`config.mk`:
```
export PLATFORM = sky130hd
export DESIGN_NAME = logic_proc_ctrl_flat
export DESIGN_NICKNAME = d
export VERILOG_FILES = /design/src/rtl/logic_proc_ctrl_if.sv /design/src/rtl/logic_proc_ctrl.sv /design/src/flat_wrapper.sv
export SDC_FILE = /design/constraint.sdc
export NUM_CORES = 1
export LEC_CHECK = 0
export BUFFER_PORTS_ARGS = -buffer_cell sky130_fd_sc_hd__buf_2
export CORE_AREA = 3 3 40 42
export CTS_CLUSTER_SIZE = 30
export DETAILED_ROUTE_END_ITERATION = 10
export DIE_AREA = 0 0 43 45
export PLACE_DENSITY = 0.5
export SYNTH_ARGS = -nofsm -noshare
export SYNTH_HDL_FRONTEND = slang
export SYNTH_SLANG_ARGS = --single-unit
```
`constraint.sdc`:
```
create_clock -name Clk -period 1.4 [get_ports Clk]
set_clock_uncertainty 0.15 [all_clocks]
set_input_delay 0.21 -clock Clk [delete_from_list [all_inputs] [get_ports Clk]]
set_output_delay 0.21 -clock Clk [all_outputs]
set_load 0.005 [all_outputs]
```
`src/rtl/logic_proc_ctrl_if.sv`:
```
// Handshake bundle between the switch/button front end and the logic processor control FSM.
// master drives the user requests; slave (the controller) drives the register strobes.
interface logic_proc_ctrl_if;
    logic Execute;
    logic LoadA;
    logic LoadB;
    logic Ld_A;
    logic Ld_B;
    logic Sel_Comp;
    logic Shift_En;
    logic Busy;
    logic Done;

    modport master (
        output Execute, LoadA, LoadB,
        input  Ld_A, Ld_B, Sel_Comp, Shift_En, Busy, Done
    );

    modport slave (
        input  Execute, LoadA, LoadB,
        output Ld_A, Ld_B, Sel_Comp, Shift_En, Busy, Done
    );
endinterface

```
`src/rtl/logic_proc_ctrl.sv`:
```
// Control FSM sequencing the A/B shift-register unit: one compute/load cycle, WIDTH shifts, hold.
// Optional macro LP_EXEC_SYNC_EN adds a 2-flop synchronizer on Execute (+2 cycles latency).
module logic_proc_ctrl #(
    parameter int WIDTH = 8
) (
    input logic              Clk,
    input logic              Reset,
    logic_proc_ctrl_if.slave bus
);
    localparam int CNT_W = (WIDTH > 1) ? $clog2(WIDTH) : 1;
    localparam logic [CNT_W-1:0] LAST = CNT_W'(WIDTH - 1);

    typedef enum logic [1:0] {
        IDLE    = 2'd0,
        COMPUTE = 2'd1,
        SHIFT   = 2'd2,
        HOLD    = 2'd3
    } state_t;

    state_t           state;
    state_t           state_next;
    logic [CNT_W-1:0] cnt;
    logic [CNT_W-1:0] cnt_next;
    logic             exec;

`ifdef LP_EXEC_SYNC_EN
    logic exec_meta;
    logic exec_sync;

    // Execute comes from an asynchronous button; both stages clear on reset.
    always_ff @(posedge Clk) begin
        if (Reset) begin
            exec_meta <= 1'b0;
            exec_sync <= 1'b0;
        end else begin
            exec_meta <= bus.Execute;
            exec_sync <= exec_meta;
        end
    end

    assign exec = exec_sync;
`else
    assign exec = bus.Execute;
`endif

    always_ff @(posedge Clk) begin
        if (Reset) begin
            state <= IDLE;
            cnt   <= '0;
        end else begin
            state <= state_next;
            cnt   <= cnt_next;
        end
    end

    always_comb begin
        state_next   = state;
        cnt_next     = cnt;
        bus.Ld_A     = 1'b0;
        bus.Ld_B     = 1'b0;
        bus.Sel_Comp = 1'b0;
        bus.Shift_En = 1'b0;
        bus.Busy     = 1'b0;
        bus.Done     = 1'b0;

        case (state)
            IDLE: begin
                // User loads pass straight through only while idle, even alongside Execute.
                bus.Ld_A = bus.LoadA;
                bus.Ld_B = bus.LoadB;
                cnt_next = '0;
                if (exec) begin
                    state_next = COMPUTE;
                end
            end
            COMPUTE: begin
                bus.Ld_A     = 1'b1;
                bus.Ld_B     = 1'b1;
                bus.Sel_Comp = 1'b1;
                bus.Busy     = 1'b1;
                cnt_next     = '0;
                state_next   = SHIFT;
            end
            SHIFT: begin
                bus.Shift_En = 1'b1;
                bus.Busy     = 1'b1;
                if (cnt == LAST) begin
                    cnt_next   = '0;
                    state_next = HOLD;
                end else begin
                    cnt_next = cnt + 1'b1;
                end
            end
            HOLD: begin
                // Waiting for release guarantees one operation per button press.
                bus.Done = 1'b1;
                if (!exec) begin
                    state_next = IDLE;
                end
            end
            default: begin
                cnt_next   = '0;
                state_next = IDLE;
            end
        endcase
    end
endmodule

```
`src/flat_wrapper.sv`:
```
// flat-port wrapper written by rule: the top's interface ports become plain ports
module logic_proc_ctrl_flat 
#(
    parameter int WIDTH = 8
)
  (Clk, Reset, bus_Execute, bus_LoadA, bus_LoadB, bus_Ld_A, bus_Ld_B, bus_Sel_Comp, bus_Shift_En, bus_Busy, bus_Done);
  logic_proc_ctrl_if bus_i ();
  input logic Clk;
  input logic Reset;
  input wire logic [$bits(bus_i.Execute)-1:0] bus_Execute;
  input wire logic [$bits(bus_i.LoadA)-1:0] bus_LoadA;
  input wire logic [$bits(bus_i.LoadB)-1:0] bus_LoadB;
  output wire logic [$bits(bus_i.Ld_A)-1:0] bus_Ld_A;
  output wire logic [$bits(bus_i.Ld_B)-1:0] bus_Ld_B;
  output wire logic [$bits(bus_i.Sel_Comp)-1:0] bus_Sel_Comp;
  output wire logic [$bits(bus_i.Shift_En)-1:0] bus_Shift_En;
  output wire logic [$bits(bus_i.Busy)-1:0] bus_Busy;
  output wire logic [$bits(bus_i.Done)-1:0] bus_Done;
  assign bus_i.Execute = bus_Execute;
  assign bus_i.LoadA = bus_LoadA;
  assign bus_i.LoadB = bus_LoadB;
  assign bus_Ld_A = bus_i.Ld_A;
  assign bus_Ld_B = bus_i.Ld_B;
  assign bus_Sel_Comp = bus_i.Sel_Comp;
  assign bus_Shift_En = bus_i.Shift_En;
  assign bus_Busy = bus_i.Busy;
  assign bus_Done = bus_i.Done;
  logic_proc_ctrl #(.WIDTH(WIDTH)) u_core (.Clk(Clk), .Reset(Reset), .bus(bus_i));
endmodule
```
==> qor.yml <==
synth:
  synth_edf_count: 0
  ys_seq_area_share_pct: 29.9
  yosysWarnings: 0
  syn_avg_cell_area_um2: 9.86
  syn-instance-count: 34
  synth-seq-cells: 5
  synth_top_area_cell: "dfxtp_1"
  synthTopCellsByArea: "dfxtp_1, ha_1, a21oi_1"
  synthesis.nets: 47
  syn_area_um2: 335
  synth_common_cells: "ha_1, dfxtp_1, a21oi_1"
  yosysMostFrequentCell: "ha_1"
  synthArstFlopShare_pct: 0
  synth_cell_type_count: 17
  synth_top_area_share_pct: 29.9
  synthFlopType: "dfxtp_1"
finish:
  layout-drive-gt1-share_pct: 74.1
  nets: 72
  final-seq-area_um2: 105
  syn_to_final_growth_pct: 79.5
  diodes: 0
  fillers: 133
  multi_input_area_um2: 315
  stdcell_area_um2: 602
sta:
  hold_viol_final: 0
  rsz0062_at_grt: "yes"
  tns_ns: -0.545
  finalCriticalPeriod_ns: 1.52
  fin_crit_sh_pct: 108
  drv_slew: 0
  tightestPinTransition_ns: 0.238
  max_freq_mhz: 658
  final-setup-viol-count: 8
  setup_slack_ns: -0.119
  maxSlewHeadroom_pct: 83.8
clock_tree:
  htree_levels: 1
  cts_inserted_buffers: 3
  cts_tree: "yes"
  clkSinkCount: 5
  clkLatencyLatePin_ns: 0.25
  cts.clk_slew.worst_paths_ns: 0.05
  hold_buffers: 0
  cts_root_buf: "clkbuf_4"
  max-clock-path-buffers: 2
detailed_routing:
  vias: 336
  first_pass_iters: 3
  wl_um: 856
  wl_per_cell_um: 11.7
  postRouteAntennaNets: 0
  drc: 0
  viasPerCell: 4.60
  drtIter0Drc: 6
setup_path:
  setup.worst_path.end_class: "primary output"
  critPathSlowestCell: "dfxtp_2"
  worstPathRequired_ns: 1.04
  path_cells: "inv_2 > buf_6 > ha_4 > a21o_1 > buf_2"
  critPathKind: "reg2out"
  slowest_delay_ns: 0.34
  cp_max_fo: 3
  path_buf_inv: 3
  worst_setup_path_start_kind: "register"
  cp_data_arrival_time_ns: 1.16
  crit_family: "flip-flops"
  worstRegToRegCells: 5
  crit_cells: 5
power:
  switchingPower_mw: 0.422
  netSwitchingFraction_pct: 36.7
  seqPwrFrac_pct: 18.7
  combPwrFrac_pct: 66.1
  intPower_mw: 0.727
  static-leakage-power_nw: 0.266
  power_frac_clock_pct: 15.2
  p_per_area_nw_per_um2: 1910
  irDropWorstVdd_mv: 0.762
floorplanning:
  die_w_um: 43
  io_pins: 11
  core-area_um2: 1280
  num_rows: 13
  start_util_pct: 26.1
  die_y_um: 45
  die-area_um2: 1940
placed_design:
  dpl_cell_area_um2: 457
  dp_hpwl_um: 556
  place_congestion: 0.729
  port_buffers: 10
global_routing:
  antenna_found_initial: 0
  grt_usage_pct: 9.75
  gr-total-overflow: 0
  grt_pass1_wl_mm: 1.33
  grt_pass1_vias: 325
  grt_max_degree: 7
run_status:
  violations: "negative setup slack"
  status: "finished with violations"
worst_hold_path:
  hold_depth: 2
  min_path_type: "in2reg"
flow_run:
  drv_cap: 0
[cell families (layout without fill, tap and decap cells)]
| family | count (synthesis) | count (layout) | share of synthesized area, % |
|---|---|---|---|
| multiplexers | 1 | 1 | 2.99 |
| flip-flops | 5 | 5 | 29.9 |
| adder cells (fa/ha/maj) | 8 | 8 | 29.9 |
| AO/OA/AOI/OAI | 8 | 8 | 16.0 |
| AND/OR/NAND/NOR | 10 | 10 | 19.0 |
| buffers and inverters | 2 | 26 | 2.24 |
[routing by layer]
layer,routed length (µm),track usage [%]
met5,0,0
met4,23,9.04
met3,59,2.39
met2,430,18.0
met1,342,8.70
[cell usage in the layout (no fill, tap or decap), drive strengths merged, types with 2 or more instances in the layout]
cell,instances
buf,20
ha,8
dfxtp,5
a21oi,4
clkbuf,4
inv,2
a21o,2
nand2,2
nor2,2
[layout make-up]
cell class,count,area share [%]
multi-input combinational,27,52.4
timing repair buffer,20,21.4
sequential,5,17.5
clock buffer,4,4.37
tap,15,3.12
inverter,2,1.25
[power by group through the flow]
stage,registers [mW],clock network (mW),logic (mW)
after detailed placement,0.208,0,0.531
after global placement,0.208,0,0.533
after floorplan,0.208,0,0.285
final,0.215,0.174,0.759
after global routing,0.221,0.190,0.836
after CTS,0.214,0.177,0.687
[per-stage QoR]
step	hold WS (ns)	cells	setup slack (ns)	utilization (%)	power (mW)
2_1_floorplan	0.122	34	-0.0289	-	0.493
4_1_cts	0.0356	72	-0.120	45.5	1.08
3_3_place_gp	0.307	65	-0.0730	35.5	0.740
6_report	0.0442	73	-0.119	46.8	1.15
3_5_place_dp	0.295	65	-0.0669	35.5	0.739
5_1_grt	0.0462	73	-0.176	46.8	1.25
[path summary, 6_finish.rpt]
path / startpoint / end / slack (ns)
max: u_core.state[1]$_SDFFE_PP0P_ / bus_Ld_B / -0.12
min: Reset / u_core.cnt[0]$_SDFFE_PP0P_ / 0.04
max reg2reg: u_core.cnt[1]$_SDFFE_PP0P_ / u_core.cnt[0]$_SDFFE_PP0P_ / -0.10
min reg2reg: u_core.cnt[1]$_SDFFE_PP0P_ / u_core.cnt[1]$_SDFFE_PP0P_ / 0.37
[flip-flops by register name, indices dropped and copies added (netlist names)]
name / cells
u_core.cnt: 3
u_core.state: 2
[repair_timing]
action | CTS | global route
pin swaps | 3 | 4
buffers inserted | 3 | 1
endpoints found under the setup margin | 8 | 11
gates resized for setup | 19 | 4
gates cloned | 0 | 0
(Power assumes the default switching activity.)
